==> src/rtl/uart_rx_oversampled_if.sv <==
// ============================================================================
// Module  : uart_rx_oversampled_if
// Brief   : Received-word handshake and error-pulse bundle for the UART receiver.
// Revision: 1.0
// ============================================================================
`default_nettype none

interface uart_rx_oversampled_if #(
  parameter int DATA_BITS = 8
);
  logic [DATA_BITS-1:0] rx_data;
  logic                 rx_valid;
  logic                 rx_ready;
  logic                 frame_err;
  logic                 overrun;
  logic                 parity_err;

  modport master (
    output rx_data,
    output rx_valid,
    output frame_err,
    output overrun,
    output parity_err,
    input  rx_ready
  );

  modport slave (
    input  rx_data,
    input  rx_valid,
    input  frame_err,
    input  overrun,
    input  parity_err,
    output rx_ready
  );
endinterface

`default_nettype wire

==> src/rtl/uart_rx_oversampled.sv <==
// ============================================================================
// Module  : uart_rx_oversampled
// Brief   : 16x-oversampled UART receiver, mid-bit sampling, LSB-first deframing,
//           valid/ready output with frame-error/overrun (optional even parity via
//           macro UART_RX_PARITY_EN).
// Revision: 1.0
// ============================================================================
`default_nettype none

module uart_rx_oversampled #(
  parameter int DATA_BITS  = 8,
  parameter int OVERSAMPLE = 16
) (
  input  logic                   clk,
  input  logic                   rst_n,
  input  logic                   s_tick,
  input  logic                   rx,
  uart_rx_oversampled_if.master  rx_if
);

  localparam int CW = $clog2(OVERSAMPLE);
  localparam int BW = $clog2(DATA_BITS);

  localparam logic [CW-1:0] CNT_MID  = CW'(OVERSAMPLE / 2 - 1);
  localparam logic [CW-1:0] CNT_END  = CW'(OVERSAMPLE - 1);
  localparam logic [BW-1:0] BIT_LAST = BW'(DATA_BITS - 1);

  localparam logic [2:0] S_IDLE  = 3'd0;
  localparam logic [2:0] S_START = 3'd1;
  localparam logic [2:0] S_DATA  = 3'd2;
  localparam logic [2:0] S_STOP  = 3'd4;
  localparam logic [2:0] S_BREAK = 3'd5;
`ifdef UART_RX_PARITY_EN
  localparam logic [2:0] S_PARITY     = 3'd3;
  localparam logic [2:0] S_AFTER_DATA = S_PARITY;
`else
  localparam logic [2:0] S_AFTER_DATA = S_STOP;
`endif

  logic                 rx_meta_q;
  logic                 rx_s_q;
  logic [2:0]           state_q,  state_d;
  logic [CW-1:0]        cnt_q,    cnt_d;
  logic [BW-1:0]        bit_q,    bit_d;
  logic [DATA_BITS-1:0] shift_q,  shift_d;
  logic [DATA_BITS-1:0] data_q,   data_d;
  logic                 valid_q,  valid_d;
  logic                 fe_q,     fe_d;
  logic                 ov_q,     ov_d;
  logic                 w_deliver;
`ifdef UART_RX_PARITY_EN
  logic                 par_bad_q, par_bad_d;
  logic                 pe_q,      pe_d;
`endif

  always_comb begin
    state_d   = state_q;
    cnt_d     = cnt_q;
    bit_d     = bit_q;
    shift_d   = shift_q;
    data_d    = data_q;
    valid_d   = valid_q & ~rx_if.rx_ready;
    fe_d      = 1'b0;
    ov_d      = 1'b0;
    w_deliver = 1'b0;
`ifdef UART_RX_PARITY_EN
    par_bad_d = par_bad_q;
    pe_d      = 1'b0;
`endif

    case (state_q)
      S_IDLE: begin
        if (!rx_s_q) begin
          state_d = S_START;
          cnt_d   = '0;
        end
      end
      S_START: begin
        if (s_tick) begin
          if (cnt_q == CNT_MID) begin
            // A start bit that is high again at mid-bit was a glitch.
            if (!rx_s_q) begin
              state_d = S_DATA;
              cnt_d   = '0;
              bit_d   = '0;
            end else begin
              state_d = S_IDLE;
            end
          end else begin
            cnt_d = cnt_q + 1'b1;
          end
        end
      end
      S_DATA: begin
        if (s_tick) begin
          if (cnt_q == CNT_END) begin
            cnt_d   = '0;
            shift_d = {rx_s_q, shift_q[DATA_BITS-1:1]};
            bit_d   = bit_q + 1'b1;
            if (bit_q == BIT_LAST) begin
              state_d = S_AFTER_DATA;
            end
          end else begin
            cnt_d = cnt_q + 1'b1;
          end
        end
      end
`ifdef UART_RX_PARITY_EN
      S_PARITY: begin
        if (s_tick) begin
          if (cnt_q == CNT_END) begin
            cnt_d     = '0;
            par_bad_d = rx_s_q ^ (^shift_q);
            state_d   = S_STOP;
          end else begin
            cnt_d = cnt_q + 1'b1;
          end
        end
      end
`endif
      S_STOP: begin
        if (s_tick) begin
          if (cnt_q == CNT_END) begin
            cnt_d = '0;
            if (rx_s_q) begin
              w_deliver = 1'b1;
              state_d   = S_IDLE;
`ifdef UART_RX_PARITY_EN
              pe_d      = par_bad_q;
`endif
            end else begin
              fe_d    = 1'b1;
              state_d = S_BREAK;
            end
          end else begin
            cnt_d = cnt_q + 1'b1;
          end
        end
      end
      S_BREAK: begin
        if (rx_s_q) begin
          state_d = S_IDLE;
        end
      end
      default: begin
        state_d = S_IDLE;
      end
    endcase

    // An unaccepted word blocks the new one unless it is consumed this very cycle.
    if (w_deliver) begin
      if (valid_q && !rx_if.rx_ready) begin
        ov_d = 1'b1;
      end else begin
        data_d  = shift_q;
        valid_d = 1'b1;
      end
    end
  end

  always_ff @(posedge clk or negedge rst_n) begin
    if (!rst_n) begin
      rx_meta_q <= 1'b1;
      rx_s_q    <= 1'b1;
      state_q   <= S_IDLE;
      cnt_q     <= '0;
      bit_q     <= '0;
      shift_q   <= '0;
      data_q    <= '0;
      valid_q   <= 1'b0;
      fe_q      <= 1'b0;
      ov_q      <= 1'b0;
`ifdef UART_RX_PARITY_EN
      par_bad_q <= 1'b0;
      pe_q      <= 1'b0;
`endif
    end else begin
      rx_meta_q <= rx;
      rx_s_q    <= rx_meta_q;
      state_q   <= state_d;
      cnt_q     <= cnt_d;
      bit_q     <= bit_d;
      shift_q   <= shift_d;
      data_q    <= data_d;
      valid_q   <= valid_d;
      fe_q      <= fe_d;
      ov_q      <= ov_d;
`ifdef UART_RX_PARITY_EN
      par_bad_q <= par_bad_d;
      pe_q      <= pe_d;
`endif
    end
  end

  assign rx_if.rx_data   = data_q;
  assign rx_if.rx_valid  = valid_q;
  assign rx_if.frame_err = fe_q;
  assign rx_if.overrun   = ov_q;
`ifdef UART_RX_PARITY_EN
  assign rx_if.parity_err = pe_q;
`else
  assign rx_if.parity_err = 1'b0;
`endif

endmodule

`default_nettype wire

==> src/flat_wrapper.sv <==
// flat-port wrapper written by rule: the top's interface ports become plain ports
module uart_rx_oversampled_flat 
#(
  parameter int DATA_BITS  = 8,
  parameter int OVERSAMPLE = 16
)
  (clk, rst_n, s_tick, rx, rx_if_rx_data, rx_if_rx_valid, rx_if_frame_err, rx_if_overrun, rx_if_parity_err, rx_if_rx_ready);
  uart_rx_oversampled_if #(.DATA_BITS(DATA_BITS)) rx_if_i ();
  input  logic clk;
  input  logic rst_n;
  input  logic s_tick;
  input  logic rx;
  output wire logic [$bits(rx_if_i.rx_data)-1:0] rx_if_rx_data;
  output wire logic [$bits(rx_if_i.rx_valid)-1:0] rx_if_rx_valid;
  output wire logic [$bits(rx_if_i.frame_err)-1:0] rx_if_frame_err;
  output wire logic [$bits(rx_if_i.overrun)-1:0] rx_if_overrun;
  output wire logic [$bits(rx_if_i.parity_err)-1:0] rx_if_parity_err;
  input wire logic [$bits(rx_if_i.rx_ready)-1:0] rx_if_rx_ready;
  assign rx_if_rx_data = rx_if_i.rx_data;
  assign rx_if_rx_valid = rx_if_i.rx_valid;
  assign rx_if_frame_err = rx_if_i.frame_err;
  assign rx_if_overrun = rx_if_i.overrun;
  assign rx_if_parity_err = rx_if_i.parity_err;
  assign rx_if_i.rx_ready = rx_if_rx_ready;
  uart_rx_oversampled #(.DATA_BITS(DATA_BITS), .OVERSAMPLE(OVERSAMPLE)) u_core (.clk(clk), .rst_n(rst_n), .s_tick(s_tick), .rx(rx), .rx_if(rx_if_i));
endmodule
==> config.mk <==
export PLATFORM = sky130hd
export DESIGN_NAME = uart_rx_oversampled_flat
export DESIGN_NICKNAME = d
export VERILOG_FILES = /design/src/rtl/uart_rx_oversampled_if.sv /design/src/rtl/uart_rx_oversampled.sv /design/src/flat_wrapper.sv
export SDC_FILE = /design/constraint.sdc
export NUM_CORES = 1
export LEC_CHECK = 0
export ABC_CLOCK_PERIOD_IN_PS = 2100
export BUFFER_PORTS_ARGS = -buffer_cell sky130_fd_sc_hd__clkbuf_2
export CAP_MARGIN = 25
export CORE_ASPECT_RATIO = 0.5
export CORE_MARGIN = 10
export CORE_UTILIZATION = 51
export DETAILED_ROUTE_END_ITERATION = 10
export PLACE_DENSITY = 0.74
export SETUP_SLACK_MARGIN = 0.02
export SLEW_MARGIN = 20
export SYNTH_ARGS = -nofsm -noshare
export SYNTH_HDL_FRONTEND = slang
export SYNTH_SLANG_ARGS = --single-unit
==> constraint.sdc <==
create_clock -name clk -period 2.1 [get_ports clk]
set_input_delay 0.42 -clock clk [delete_from_list [all_inputs] [get_ports clk]]
set_output_delay 0.42 -clock clk [all_outputs]
set_load 0.005 [all_outputs]
======== After elaboration in Yosys (flattened, before gate mapping) ========
Index checks and enable logic that the tools add are counted.
cells by class
  bitwise gates (word level) .............. 3
  add/sub/neg operators ................... 2
  reductions and logical operators ........ 11
  muxes and demuxes ....................... 36
  equal/unequal tests ..................... 18
operators with widths
  kind                   number
  $mux W3                15
  $mux W4                5
  $pmux W3 S5            1
  $mux W1                12
  $ne A2 B1 Y1 const B   6
  $pmux W4 S3            1
  $ne A2 B2 Y1 const B   5
  $eq A3 B3 Y1 const B   3
  $reduce_and A9 Y1      1
  $pmux W3 S2            1
  $reduce_and A3 Y1      2
  $reduce_and A6 Y1      1
  $add A4 B1 Y4 const B  1
  $eq A4 B3 Y1 const B   1
  $eq A4 B4 Y1 const B   1
  $add A3 B1 Y3 const B  1
  $eq A3 B1 Y1 const B   1
  $eq A3 B2 Y1 const B   1
  $logic_not A3 Y1       1
  $reduce_bool A3 Y1     1
  $mux W2                1
  $not A1 Y1             2
  $reduce_and A2 Y1      1
  $reduce_bool A2 Y1     1
  4 further kinds        4
storage, ports and cells
  bits of input ports ..................... 5
  output and inout port bits .............. 12
  flip-flop bits (word level) ............. 31

======== Logic depth before layout (Yosys ltp) ========
Gate-level depths: netlist (run 1).
  word-level depth ........................ 5
  mapped depth ............................ 6
  mapped depth without buffers ............ 5

======== Worst setup path after synthesis (run 1) ========
No wires, ideal clock.
  path type ............................... register to register
  start point ............................. register u_core.cnt_q[0]
  end point ............................... register u_core.data_q[0], in the netlist u_core.rx_if.rx_data[0]
  setup slack ............................. 78 ps
  arrival ................................. 1897 ps
  buffers on the path ..................... 1
  period minus slack after synthesis ...... 2022 ps
  cell stages (with the launch flop) ...... 7
  library setup time ...................... 125 ps
  cell sequence ........................... dfrtp_1 ha_1 nand4_4 or4b_4 nand2b_4 buf_6 mux2_4
between the ends
  cells in the longest elaborated chain, start to end .. 5
ends and longest elaborated chain
  what                         RTL line                    text
  from (decl)                  uart_rx_oversampled.sv:43   logic [CW-1:0] cnt_q, cnt_d;
  from (signal assigned)       uart_rx_oversampled.sv:181  cnt_q <= cnt_d;
  $eq A4 B4 Y1                 uart_rx_oversampled.sv:123  if (cnt_q == CNT_END) begin
  $mux W1                      uart_rx_oversampled.sv:123
  $mux W1                      uart_rx_oversampled.sv:122  if (s_tick) begin
  $mux W1                      uart_rx_oversampled.sv:71   case (state_q)
  $reduce_and A2 Y1 (no line)  -
  to (signal assigned)         uart_rx_oversampled.sv:184  data_q <= data_d;
  to (decl)                    uart_rx_oversampled.sv:46   logic [DATA_BITS-1:0] data_q, data_d;
Every way passes these cells.
A chain may end at the register's enable or synchronous reset.

======== Worst setup path after layout (run 1) ========
  start point ............................. register u_core.cnt_q[0]
  end point ............................... register u_core.data_q[6], in the netlist u_core.rx_if.rx_data[6]
The elaborated chain is that of the path after synthesis.

==> qor.txt, run 1 <==
Placed Cells incl. Taps - 177
H-tree Lvls - 2
Startpoint Class - flip-flop
Syn nets - 135
Synth area leader - dfrtp_1
PortBufs - 15
Layout cell share with drive strength beyond 1 - 0.365
Initial antenna violation count - 0
FP Rows - 13
Commonest non-fill, non-tap cell in the layout - dfrtp_1
Core area - 0.00273 sq mm
Post-CTS Setup Inserts - 0
Die Ht - 58.8 um
Yosys warns - 0
P per Cell Area - 881 mW/mm^2
Die area - 0.00574 sq mm
Reg-to-reg critical path endpoint - u_core.rx_if.rx_data[6]$_DFFE_PN0P_
Placed inst area - 0.00167 sq mm
# setup viols final - 0
Hold Violations, Final - 0
Critical path class - flip-flop to flip-flop
Final worst slack - 159 ps
CP max stage delay - 540 ps
Post-CTS resize count - 0
Final min period - 1940 ps
Measured slew at the worst slew-check pin - 744 ps
Top cells by area, synth - dfrtp_1 47%, mux2_4 7.8%, mux2_2 6.6%, dfstp_2 3.4%, nand2b_1 3.3%
Final ANT Viol Nets - 0
N_diodes - 0
Grt ovf - 0
DR iter-0 viols - 50
Wire per inst - 15.8 um
Skew final - 5.63 ps
Setup_tns - 0 ps
Synth Area per Inst - 12.1 sq um
Number of synthesized flops with an enable pin - 0
First-pass GRT wire length - 5000 um
Num CTS Buffers - 5
Via density - 5.58
CP top delay family - simple AND/OR/NAND/NOR gates
Tcrit/Tclk final - 0.924
Finished Layout Cells - 185
Routability congestion estimate - 0.813
CTS tree - yes
FILL cells - 205
Post-synth top area share - 0.472
WP buf/inv - 0
Design area - 0.00179 sq mm
Leakage - 0.929 nW
Vias in the first global route - 985
Total number of vias - 1,032
Worst-path cell chain - ha_1 > nand4_4 > or4b_4 > nand2b_4 > mux2_4
Post-DP HPWL - 2060 um
Fin util - 0.654
Worst r2r src - u_core.cnt_q[0]$_DFFE_PN0P_
Clock buffer depth - 2
Nets - 155
Post-Syn Area - 0.00154 sq mm
Primary FF master, synth - dfrtp_1
Rel. slew slack - 0.504
Num Clock Sinks - 31
Maximum clock rate - 515 MHz
Initial DRT Pass Iterations - 4
Residual DRC - 0
Worst Hold Class - input port to async pin
Seq cells post-synth - 31
Post-Synthesis Cells - 127
DIE WIDTH - 97.7 um
Seq/Total Area, Yosys - 0.506
Post-Route WL - 2930 um
GR Util All Layers - 0.108
Peak supply drop - 0.000440 V
RSZ-0062 raised after global routing - false
Worst setup EP type - flip-flop
CTS Root Cell - clkbuf_8
Initial cell density of the core - 0.563
WP data arrival - 2100 ps
Slowest stage cell, crit path - or4b_4
Pins Over Slew Limit - 0
Hold_buf cts - 0
Clk slew on worst S/H paths - 70 ps
Skew-Pair Late Insertion Delay - 270 ps
P&R area growth vs syn - 16.2%
Top-Level Pins - 17
Critical Path RT - 2260 ps
Asr flop ratio synth - 1.00
Distinct cell type count of the synthesized netlist - 42
Reg2Reg Setup Slack - 160 ps
Most frequent cells in the layout - 29 x dfrtp_1, 15 x clkbuf_2, 9 x mux2_2, 9 x buf_4
Largest net degree at the start of global routing - 32
Status - complete, no violations
Crit-path max FO - 8
Max-Cap Viols - 0
Worst reg2reg path depth - 5
Place WS - 167 ps
==> worst max path at each step <==
| stage | startpoint | end | slack, ps | cells after the start |
|---|---|---|---|---|
| 6_report | u_core.cnt_q[0]$_DFFE_PN0P_ | u_core.rx_if.rx_data[6]$_DFFE_PN0P_ | 160 | 5 |
| 5_1_grt | u_core.cnt_q[0]$_DFFE_PN0P_ | u_core.rx_if.rx_data[2]$_DFFE_PN0P_ | 60 | 5 |
| 4_1_cts | u_core.cnt_q[0]$_DFFE_PN0P_ | u_core.rx_if.rx_data[6]$_DFFE_PN0P_ | 160 | 5 |
| 3_5_place_dp | u_core.cnt_q[0]$_DFFE_PN0P_ | u_core.rx_if.rx_data[6]$_DFFE_PN0P_ | 170 | 5 |
| 3_3_place_gp | u_core.cnt_q[0]$_DFFE_PN0P_ | u_core.rx_if.rx_data[0]$_DFFE_PN0P_ | 220 | 5 |
| 2_1_floorplan | u_core.cnt_q[0]$_DFFE_PN0P_ | u_core.rx_if.rx_data[0]$_DFFE_PN0P_ | 80 | 6 |
==> cell families (layout without fill, tap and decap cells) <==
kind of cell             after synthesis  count (layout)  synth area share
AO/OA/AOI/OAI                         24              24             0.116
XOR/XNOR                               1               1           0.00570
adder cells (fa/ha/maj)                3               3            0.0244
buffers and inverters                 13              34            0.0423
flip-flops                            31              31             0.506
multiplexers                          18              18             0.151
other                                  1               1           0.00244
AND/OR/NAND/NOR                       36              36             0.153
==> synth_stat cells (all sizes together) (2+ instances only) <==
cell type and n:
dfrtp 29, nand3 2, nor2b 2, and3b 2, nor2 6, clkbuf 5, nand2 4, buf 6
a21oi 2, mux2 17, inv 2, nor3 3, a22o 3, o31ai 3, dfstp 2, nor3b 3
a211oi 2, nand2b 9, ha 3, o21ai 4
==> area by class of cell <==
type / count / area [sq um] / share of cell area
repair buffers: 24 / 143 / 0.0798
flip-flops and latches: 31 / 778 / 0.436
well taps: 37 / 46.3 / 0.0259
clock buffers: 6 / 82.6 / 0.0462
inverters: 2 / 7.51 / 0.00420
multi-input cells: 83 / 694 / 0.389
clock inverters: 2 / 35.0 / 0.0196
==> routing by layer <==
layer  global-route usage  up-vias  share of wire
met5                    0        -              0
met4               0.0309        0         0.0048
li1                     -      502              -
met1                0.127      499           0.47
met2                0.170       27           0.45
met3               0.0582        4          0.080
==> per-stage QoR <==
step | total power (W) | hold slack (ps)
3_5_place_dp | 0.000980 | 347
6_report | 0.00157 | 193
4_1_cts | 0.00158 | 223
5_1_grt | 0.00165 | 221
2_1_floorplan | 0.000889 | 124
3_3_place_gp | 0.000973 | 346
==> registers in the layout (all words and copies together), names as in the netlist <==
name	flops
u_core.cnt_q	4
u_core.rx_if.frame_err	1
u_core.rx_s_q	1
u_core.rx_if.overrun	1
u_core.bit_q	3
u_core.shift_q	8
u_core.rx_if.rx_data	8
u_core.rx_meta_q	1
u_core.rx_if.rx_valid	1
u_core.state_q	3
==> power breakdown <==
| part | switching [W] | internal [W] |
|---|---|---|
| logic | 0.000155 | 0.000136 |
| registers | 0.0000450 | 0.000640 |
| clock network | 0.000215 | 0.000383 |
| total | 0.000415 | 0.00116 |
Note: power is estimated with default switching activity, not from simulation.
==> run 2: changes to the inputs <==
CORE_ASPECT_RATIO = 1.25   (was 0.5)
==> run 2 against run 1 <==
Worst hold slack got worse by 62 ps. Combinational power fell by 1%. Sequential power fell by 0.6%. Non-clock buffer count fell by 1. Sequential share of layout area rose by 0.93 points. Critical path depth did not move. Die area fell by 2.1%. Cell count fell by 1.1%. Fmax fell by 1.8%. Utilization fell by 5.4 points. Via count did not move. Clock skew barely moved. Critical path type unchanged.
==> qor.txt, run 2 (synthesis gave the netlist of run 1 again) <==
Status - complete, no violations
Tcrit/Tclk final - 0.941
Final ANT Viol Nets - 0
First-pass GRT wire length - 4860 um
P per Cell Area - 842 mW/mm^2
Residual DRC - 0
Post-CTS resize count - 0
Reg power frac - 0.463
Reg2Reg Setup Slack - 120 ps
Worst setup EP type - flip-flop
Max-Cap Viols - 0
Setup_tns - 0 ps
Switching Share - 0.283
Vias in the first global route - 1,048
Clk slew on worst S/H paths - 110 ps
Initial cell density of the core - 0.527
Sw power - 0.000417 W
Via density - 5.64
Skew final - 5.44 ps
Worst Hold Class - input port to async pin
Routability congestion estimate - 0.805
Leakage - 0.910 nW
Num CTS Buffers - 5
Worst-path cell chain - ha_2 > nand4_4 > or4b_4 > nand2b_4 > mux2_4
Maximum clock rate - 506 MHz
Die area - 0.00563 sq mm
Most frequent cells in the layout - 29 x dfrtp_1, 15 x clkbuf_2, 9 x mux2_2
Hold Violations, Final - 0
Reg-to-reg critical path endpoint - u_core.rx_if.rx_data[7]$_DFFE_PN0P_
Peak supply drop - 0.000625 V
DIE WIDTH - 69.1 um
CTS tree - yes
Post-DP HPWL - 2110 um
Post-Route WL - 2880 um
Num Clock Sinks - 31
Measured slew at the worst slew-check pin - 750 ps
Worst hold slack - 131 ps
Die Ht - 81.4 um
Instance count on the critical path - 5
Skew-Pair Late Insertion Delay - 340 ps
GR Util All Layers - 0.106
Post-CTS Setup Inserts - 0
WP data arrival - 2200 ps
CTS Root Cell - clkbuf_4
Nets - 154
Pins Over Slew Limit - 0
Largest net degree at the start of global routing - 32
Layout cell share with drive strength beyond 1 - 0.367
Final min period - 1980 ps
WP buf/inv - 0
Int Pwr - 0.00105 W
Placed inst area - 0.00166 sq mm
FP Rows - 22
Slowest stage cell, crit path - or4b_4
DR iter-0 viols - 34
Top-Level Pins - 17
Worst reg2reg path depth - 5
Design area - 0.00175 sq mm
Clock Power Share - 0.342
Clock buffer depth - 2
Combinational Power Share - 0.195
H-tree Lvls - 2
Critical path class - flip-flop to flip-flop
Hold_buf cts - 0
PortBufs - 15
RSZ-0062 raised after global routing - false
Rel. slew slack - 0.500
Startpoint Class - flip-flop
Core area - 0.00292 sq mm
N_diodes - 0
P&R area growth vs syn - 13.8%
Commonest non-fill, non-tap cell in the layout - dfrtp_1
Critical Path RT - 2330 ps
Initial antenna violation count - 0
Initial DRT Pass Iterations - 4
Worst r2r src - u_core.cnt_q[0]$_DFFE_PN0P_
CP top delay family - simple AND/OR/NAND/NOR gates
CP max stage delay - 550 ps
Grt ovf - 0
Total number of vias - 1,032
Crit-path max FO - 8
# setup viols final - 0
Wire per inst - 15.8 um
==> run 2: cell types whose count changed in the layout (fill, tap and decap cells not counted) <==
cell / change
ha_2: +1
clkbuf_4: +5
buf_4: -1
clkbuf_8: -5
ha_1: -1
==> run 2: worst max path at each step <==
stage | slack (ps) | start | end
5_1_grt | 50 | u_core.cnt_q[0]$_DFFE_PN0P_ | u_core.rx_if.rx_data[7]$_DFFE_PN0P_
3_3_place_gp | 180 | u_core.cnt_q[0]$_DFFE_PN0P_ | u_core.rx_if.rx_data[1]$_DFFE_PN0P_
2_1_floorplan | 80 | u_core.cnt_q[0]$_DFFE_PN0P_ | u_core.rx_if.rx_data[0]$_DFFE_PN0P_
6_report | 120 | u_core.cnt_q[0]$_DFFE_PN0P_ | u_core.rx_if.rx_data[7]$_DFFE_PN0P_
4_1_cts | 90 | u_core.cnt_q[0]$_DFFE_PN0P_ | u_core.rx_if.rx_data[7]$_DFFE_PN0P_
3_5_place_dp | 110 | u_core.cnt_q[0]$_DFFE_PN0P_ | u_core.rx_if.rx_data[1]$_DFFE_PN0P_
==> run 2: layout make-up <==
cell class | count | area [sq um]
Timing Repair Buffer | 23 | 135
Clock inverter | 2 | 35.0
Multi-Input combinational cell | 83 | 697
Inverter | 2 | 7.51
Clock buffer | 6 | 51.3
Tap cell | 36 | 45.0
Sequential cell | 31 | 778
Fill cell | 262 | 1170
==> run 2: per-stage QoR <==
stage               power [W]  setup WS, ps  utilization  std cells
global route          0.00154          51.4        0.599        183
floorplan            0.000889          77.8            -        127
detailed placement   0.000977           108        0.569        175
finish                0.00147           124        0.599        183
global placement     0.000967           182        0.569        175
CTS                   0.00148          86.1        0.599        183
==> run 2: metal layers <==
metal	routed length, um	up-vias	part of all wire	global-route usage
met2	1470	31	0.51	0.179
met5	0	-	0	0
li1	-	497	-	-
met1	1160	497	0.40	0.111
met4	52	0	0.018	0.0464
met3	201	7	0.070	0.0524
==> run 2: power groups by stage <==
stage / clock network, W / registers [W] / logic (W)
after floorplan: 0 / 0.000671 / 0.000218
after global placement: 0 / 0.000689 / 0.000278
after detailed placement: 0 / 0.000693 / 0.000285
after CTS: 0.000511 / 0.000681 / 0.000286
after global routing: 0.000542 / 0.000687 / 0.000316
final: 0.000504 / 0.000681 / 0.000287
